===== config.mk =====
export PLATFORM = sky130hd
export DESIGN_NAME = mem_arbiter
export DESIGN_NICKNAME = d
export VERILOG_FILES = /design/src/rtl/mem_arb_pkg.sv /design/src/rtl/arb_pick.sv /design/src/rtl/mem_arbiter.sv
export SDC_FILE = /design/constraint.sdc
export NUM_CORES = 1
export LEC_CHECK = 0
export ABC_AREA = 1
export CAP_MARGIN = 10
export CELL_PAD_IN_SITES_DETAIL_PLACEMENT = 0
export CELL_PAD_IN_SITES_GLOBAL_PLACEMENT = 1
export CORE_ASPECT_RATIO = 1.4
export CORE_MARGIN = 4
export CORE_UTILIZATION = 30
export CTS_BUF_LIST = sky130_fd_sc_hd__clkbuf_8
export DETAILED_ROUTE_END_ITERATION = 8
export PLACE_DENSITY_LB_ADDON = 0.2
export SYNTH_ARGS = -nofsm -noshare
export SYNTH_HDL_FRONTEND = slang
export SYNTH_HIERARCHICAL = 1
export SYNTH_SLANG_ARGS = --single-unit

===== constraint.sdc =====
create_clock -name clk -period 1.3 [get_ports clk]
set_input_delay 0.13 -clock clk [delete_from_list [all_inputs] [get_ports clk]]
set_output_delay 0.13 -clock clk [all_outputs]
set_load 0.01 [all_outputs]

===== src/rtl/mem_arb_pkg.sv =====
// Shared types for the two-requester RAM arbiter.
// Optional round-robin contention: define MEM_ARB_RR_EN.
package mem_arb_pkg;

    localparam int ADDR_W_DEF = 8;
    localparam int DATA_W_DEF = 32;

    typedef enum logic [1:0] {
        IDLE,
        ACCESS,
        RESP
    } state_t;

    typedef enum logic {
        CPU = 1'b0,
        DEV = 1'b1
    } rid_t;

endpackage


===== src/rtl/arb_pick.sv =====
// Combinational winner selection for two requesters.
// On contention the requester not served last wins.
module arb_pick
    import mem_arb_pkg::*;
(
    input  logic cpu_req,
    input  logic dev_req,
    input  rid_t last,
    output rid_t win
);

    // pick the winner among the active requests
    always_comb begin
        win = CPU;
        unique case (1'b1)
            (cpu_req & dev_req):
                win = (last == CPU) ? DEV : CPU;
            (cpu_req & ~dev_req):
                win = CPU;
            (~cpu_req & dev_req):
                win = DEV;
            default:
                win = CPU;
        endcase
    end

endmodule


===== src/rtl/mem_arbiter.sv =====
// Two-requester single-port RAM arbiter (IDLE/ACCESS/RESP).
// Define MEM_ARB_RR_EN for round-robin; default is CPU priority.
module mem_arbiter
    import mem_arb_pkg::*;
#(
    parameter int ADDR_W = ADDR_W_DEF,
    parameter int DATA_W = DATA_W_DEF
) (
    input  logic              clk,
    input  logic              reset,
    input  logic              cpu_req,
    input  logic              cpu_we,
    input  logic [ADDR_W-1:0] cpu_addr,
    input  logic [DATA_W-1:0] cpu_wdata,
    output logic              cpu_gnt,
    output logic              cpu_rvalid,
    output logic [DATA_W-1:0] cpu_rdata,
    input  logic              dev_req,
    input  logic              dev_we,
    input  logic [ADDR_W-1:0] dev_addr,
    input  logic [DATA_W-1:0] dev_wdata,
    output logic              dev_gnt,
    output logic              dev_rvalid,
    output logic [DATA_W-1:0] dev_rdata,
    output logic [ADDR_W-1:0] ram_addr,
    output logic [DATA_W-1:0] ram_data,
    output logic              ram_wren,
    input  logic [DATA_W-1:0] ram_q
);

    state_t            state;
    state_t            nxt;
    rid_t              win_q;
    rid_t              pick;
    rid_t              last;
    logic              we_q;
    logic [ADDR_W-1:0] addr_q;
    logic [DATA_W-1:0] wdata_q;
    logic [DATA_W-1:0] cpu_rd_q;
    logic [DATA_W-1:0] dev_rd_q;
    logic              load;
    logic              acc;
    logic              rsp;

    arb_pick u_pick (
        .cpu_req (cpu_req),
        .dev_req (dev_req),
        .last    (last),
        .win     (pick)
    );

`ifdef MEM_ARB_RR_EN
    // last-served flag, refreshed on every grant
    always_ff @(posedge clk) begin
        if (!reset) begin
            last <= DEV;
        end else if (acc) begin
            last <= win_q;
        end
    end
`else
    // flag pinned to DEV makes the CPU win every contention
    assign last = DEV;
`endif

    // state register and captured transaction
    always_ff @(posedge clk) begin
        if (!reset) begin
            state   <= IDLE;
            win_q   <= CPU;
            we_q    <= 1'b0;
            addr_q  <= '0;
            wdata_q <= '0;
        end else begin
            state <= nxt;
            if (load) begin
                win_q <= pick;
                if (pick == CPU) begin
                    we_q    <= cpu_we;
                    addr_q  <= cpu_addr;
                    wdata_q <= cpu_wdata;
                end else begin
                    we_q    <= dev_we;
                    addr_q  <= dev_addr;
                    wdata_q <= dev_wdata;
                end
            end
        end
    end

    // next-state decode; requests only sampled in IDLE
    always_comb begin
        nxt  = state;
        load = 1'b0;
        unique case (state)
            IDLE: begin
                if (cpu_req | dev_req) begin
                    nxt  = ACCESS;
                    load = 1'b1;
                end
            end
            ACCESS:  nxt = we_q ? IDLE : RESP;
            RESP:    nxt = IDLE;
            default: nxt = IDLE;
        endcase
    end

    // pulses are suppressed while reset is low so an
    // interrupted transaction never completes
    assign acc = (state == ACCESS) & reset;
    assign rsp = (state == RESP) & reset;

    assign cpu_gnt    = acc & (win_q == CPU);
    assign dev_gnt    = acc & (win_q == DEV);
    assign cpu_rvalid = rsp & (win_q == CPU);
    assign dev_rvalid = rsp & (win_q == DEV);

    assign ram_wren = acc & we_q;
    assign ram_addr = addr_q;
    assign ram_data = wdata_q;

    assign cpu_rdata = cpu_rvalid ? ram_q : cpu_rd_q;
    assign dev_rdata = dev_rvalid ? ram_q : dev_rd_q;

    // remember last delivered read data per requester
    always_ff @(posedge clk) begin
        if (!reset) begin
            cpu_rd_q <= '0;
            dev_rd_q <= '0;
        end else begin
            if (cpu_rvalid) cpu_rd_q <= ram_q;
            if (dev_rvalid) dev_rd_q <= ram_q;
        end
    end

endmodule


Word-level counts from Yosys, hierarchy flattened
Index checks and enable logic that the tools add are counted.

cells by class
  bitwise operators = 11
  mux-type cells = 11
  reductions and logical operators = 1
  equal/unequal tests = 3

operator list
  operator                                                               number
  32-bit two-way mux                                                     3
  1-bit bitwise AND                                                      8
  8-bit two-way mux                                                      1
  1-bit two-way mux                                                      4
  2-bit two-way mux                                                      2
  2-bit case mux with 2 select lines                                     1
  2-bit by 1-bit equality test with 1-bit output, second input constant  1
  2-bit equality test, second input constant                             1
  2-bit zero test                                                        1
  2-bit inequality test, second input constant                           1
  1-bit NOT                                                              2
  1-bit OR                                                               1

word-level totals
  word-level logic and storage cells = 33
  bits in registers = 108
  output and inout port bits = 109

Depth between registers and ports, before layout
Gate-level depths: netlist of run 1.

  depth in word-level cells = 4
  depth in mapped cells = 8
  depth with buffers taken out = 6

Modules after synthesis
The synthesis of run 1 kept the hierarchy.

by module, submodules not included
  module       instances  area an instance (µm²)  seq. area each (µm²)  cells an instance
  mem_arbiter  1          5639.2                  2162.1                925
  arb_pick     1          12.5                    0.0                   2

Worst setup path after synthesis of run 1
Ideal clock, no wire load.

  kind = reg2out
  start point = register win_q
  end point = output cpu_rdata[10]
  arrival time = 1.085 ns
  slack = 0.085 ns
  data required time = 1.170 ns
  cell stages (with the launch flop) = 7
  path through = dfxtp_1 -> buf_2 -> inv_2 -> clkbuf_1 -> nand3_1 -> nand2_1 -> inv_1

on the way
  cells in the longest elaborated chain, start to end = 3

RTL lines
  what                      line                source
  start: declaration        mem_arbiter.sv:33   rid_t win_q;
  start signal: assignment  mem_arbiter.sv:77   win_q <= pick;
  1-bit NOT                 mem_arbiter.sv:115  assign cpu_rvalid = rsp & (win_q == CPU);
  1-bit bitwise AND         mem_arbiter.sv:115
  32-bit two-way mux        --
  end: declaration          mem_arbiter.sv:17   output logic [DATA_W-1:0] cpu_rdata,

No other way between the ends.

Final worst setup path of run 1
  start point = register state[1]
  end point = output dev_rdata[12]

on the way
  cells in the longest elaborated chain, start to end = 4

RTL lines
  what                      line                source
  start: declaration        mem_arbiter.sv:31   state_t state;
  start signal: assignment  mem_arbiter.sv:75   state <= nxt;
  2-bit equality test       mem_arbiter.sv:111  assign rsp = (state == RESP) & reset;
  1-bit bitwise AND         mem_arbiter.sv:111
  1-bit bitwise AND         mem_arbiter.sv:116  assign dev_rvalid = rsp & (win_q == DEV);
  32-bit two-way mux        --
  end: declaration          mem_arbiter.sv:24   output logic [DATA_W-1:0] dev_rdata,

No other way between the ends.

==> flow_metrics.py, run 1 <==
metrics = {
    "run_status": {
        "status": "complete, but fails checks",
        "violations": "setup timing",
    },
    "worst_setup_path": {
        "worstReg2RegStart": "state[1]$_SDFFE_PN0P_",
        "critical_path_class": "reg -> out",
        "critPathLaunch": "state[1]$_SDFFE_PN0P_",
        "endpoint_kind": "primary output",
        "crit_family": "buffers and inverters",
        "cp.depth": 10,
        "start_kind": "register",
        "r2r_slack_ps": -540,
        "r2r_end": "dev_rd_q[31]$_SDFF_PN0_",
        "crit_required_ps": 1170,
        "worstPathCellList": "nand2_4, nor2_8, buf_6, buf_8, buf_6, buf_6, nand3_2, nand2_2, inv_2, buf_6",
        "worstRegToRegCells": 14,
        "cp.arrival_ps": 1740,
        "critPathMaxStageDelay_ps": 360,
        "crit_end": "dev_rdata[12]",
        "crit_top_cell": "buf_6",
        "critPathSlowestCell": "dfxtp_2",
        "worst-path-max-fanout": 5,
        "crit_buf_inv": 6,
    },
    "yosys": {
        "yosysWarnings": 6,
        "synth.distinct_cells": 21,
        "ys_seq_area_share_pct": 38.3,
        "avgSynthCellArea_um2": 6.10,
        "synth-edff-count": 0,
        "syn_inst": 927,
        "async_flop_share_pct": 0,
        "synth_nets": 1045,
        "syn-cell-area_mm2": 0.00565,
        "ys_ff_latch": 108,
        "yosys_most_used_dff": "dfxtp_1",
    },
    "job": {
        "maxCapViolations": 0,
    },
    "clock_tree": {
        "cts_buffer_depth": 2,
        "htree_levels": 3,
        "cts_tree": "done",
        "insertion_delay_ps": 390,
        "cts_buffers": 9,
        "cts.sinks": 108,
        "clkSlewWorstSetupHoldPaths_ps": 100,
        "cts-root-buf": "clkbuf_8",
    },
    "route": {
        "wl_mm": 20.0,
        "first_iter_violations": 213,
        "drc": 0,
        "wire_per_inst_um": 13.3,
        "vias": 6254,
        "avgViaCountPerCell": 4.16,
        "drt.antenna.violating_nets": 0,
        "drt_first_pass_iters": 4,
    },
    "global_routing": {
        "grt_use_met2_pct": 33.2,
        "grt_pass1_vias": 5967,
        "grt_util_met3_pct": 5.42,
        "busiest_layer": "met2",
        "grt_max_degree": 65,
        "grtUsageTotal_pct": 17.9,
        "grt_pass1_wl_mm": 29.6,
        "grt_remaining_overflow": 0,
        "met1_usage_pct": 18.9,
        "antenna_found_initial": 1,
    },
    "layout": {
        "final_common_cell": "inv_1",
        "final_cell_mix": "207 x inv_1, 151 x nand2_1, 120 x buf_6, 116 x nor2_1, 116 x clkdlybuf4s50_1",
        "diodes": 0,
        "area_growth_pct": 88.0,
        "fin_area_mm2": 0.0106,
        "layout-drive-gt1-share_pct": 36.3,
        "final_cells": 1503,
        "fill_cells": 1770,
        "final_nets": 1372,
    },
    "sta": {
        "fmax_mhz": 535,
        "setup_tns_ps": -35770,
        "setup_ws_ps": -568,
        "slew_viol_final": 0,
        "finalCritPeriodShare_pct": 144,
        "skew_ps": 13.6,
        "rsz0062_at_grt": "yes",
        "finalCriticalPeriod_ps": 1870,
        "timing.final.hold_violations": 0,
        "setup_violations": 109,
    },
    "place": {
        "gp_congestion": 0.764,
        "hpwl_mm": 11.8,
        "placed_cells": 1411,
        "place_area_mm2": 0.00845,
        "io_buffers": 226,
    },
    "hold_path": {
        "hold_path_class": "in -> reg",
    },
    "die": {
        "core_area_mm2": 0.0185,
        "die_x_um": 124,
        "start_util_pct": 30.5,
        "ioPinCount": 227,
        "die_y_um": 170,
        "die_area_mm2": 0.0211,
        "rows": 59,
    },
    "power_and_ir_drop": {
        "power_uw": 8030,
        "peakVddDrop_uv": 455,
        "p_per_area_mw_per_mm2": 756,
        "leakage_uw": 0.00542,
    },
}
==> worst register-to-register path, delay by kind of cell (launching register included) <==
family,cells,cell delay [ps]
AND/OR/NAND/NOR,5,350
buffers and inverters,9,1120
flip-flops,1,350
==> cells by family after synthesis <==
| group | count (synthesis) | synth area share [%] |
|---|---|---|
| flip-flops | 108 | 38.3 |
| AO/OA/AOI/OAI | 43 | 3.87 |
| other | 1 | 0.0664 |
| AND/OR/NAND/NOR | 476 | 34.7 |
| buffers and inverters | 299 | 23.1 |
==> synthesized netlist by cell type, types with 3 or more instances <==
master	n	area (um2)
o21ai_0	41	205
clkbuf_1	11	41.3
nand2_1	254	953
buf_2	14	70.1
buf_1	4	15.0
nor2_1	152	571
inv_1	248	931
buf_6	18	203
nand3_2	10	100
nand2_4	3	33.8
dfxtp_1	108	2160
nand3_1	55	275
==> power breakdown <==
group          internal [uW]  switching (uW)
combinational           1230            1210
sequential              3510            88.4
clock                    753            1240
total                   5490            2540
==> registers in the layout (all words and copies together) (netlist names) <==
signal,cells
win_q,1
cpu_rd_q,32
ram_data,32
we_q,1
state,2
dev_rd_q,32
ram_addr,8
==> metal layers <==
metal	routed length, um	up-vias	part of all wire [%]
met5	7	-	0.035
met4	726	2	3.6
met3	1480	38	7.4
met2	10400	172	52
met1	7400	2776	37
li1	-	3266	-
==> worst min path at each step <==
stage,depth (start not counted),to,from
floorplan,4,ram_addr[0]$_SDFFE_PN0P_,dev_addr[0]
global placement,1,state[1]$_SDFFE_PN0P_,we_q$_SDFFE_PN0P_
detailed placement,1,state[1]$_SDFFE_PN0P_,we_q$_SDFFE_PN0P_
CTS,5,state[1]$_SDFFE_PN0P_,reset
global route,5,state[1]$_SDFFE_PN0P_,reset
finish,5,state[1]$_SDFFE_PN0P_,reset
==> repair_timing <==
action,4_1_cts,5_1_grt
endpoints found under the setup margin,177,160
setup buffers,91,32
hold buffers,0,0
pin swaps,34,76
cloned,8,5
gates resized for setup,427,327
==> metrics by stage <==
stage	hold WS, ps	utilization [%]	worst slack, ps
2_1_floorplan	365	-	84.6
3_3_place_gp	413	45.6	-546
3_5_place_dp	405	45.6	-577
4_1_cts	261	52.1	-665
5_1_grt	323	57.3	-646
6_report	312	57.3	-568
==> final cells by class <==
| class | count | area, um2 | area share [%] |
|---|---|---|---|
| Timing Repair Buffer | 364 | 3820 | 36.0 |
| Tap cell | 244 | 305 | 2.87 |
| Clock inverter | 6 | 38.8 | 0.365 |
| Multi-Input combinational cell | 522 | 3210 | 30.2 |
| Clock buffer | 10 | 138 | 1.30 |
| Sequential cell | 108 | 2170 | 20.4 |
| Inverter | 249 | 940 | 8.84 |
Power figures use the tool's default switching activity.
==> run 2, diff against run 1 <==
--- a/config.mk
+++ b/config.mk
@@ -13,6 +13,7 @@
 export CORE_MARGIN = 4
 export CORE_UTILIZATION = 30
 export CTS_BUF_LIST = sky130_fd_sc_hd__clkbuf_8
+export CTS_CLUSTER_DIAMETER = 100
 export DETAILED_ROUTE_END_ITERATION = 8
 export PLACE_DENSITY_LB_ADDON = 0.2
 export SYNTH_ARGS = -nofsm -noshare
==> results of run 2 <==
The final DEF is identical to that of run 1; final timing and power are the same.
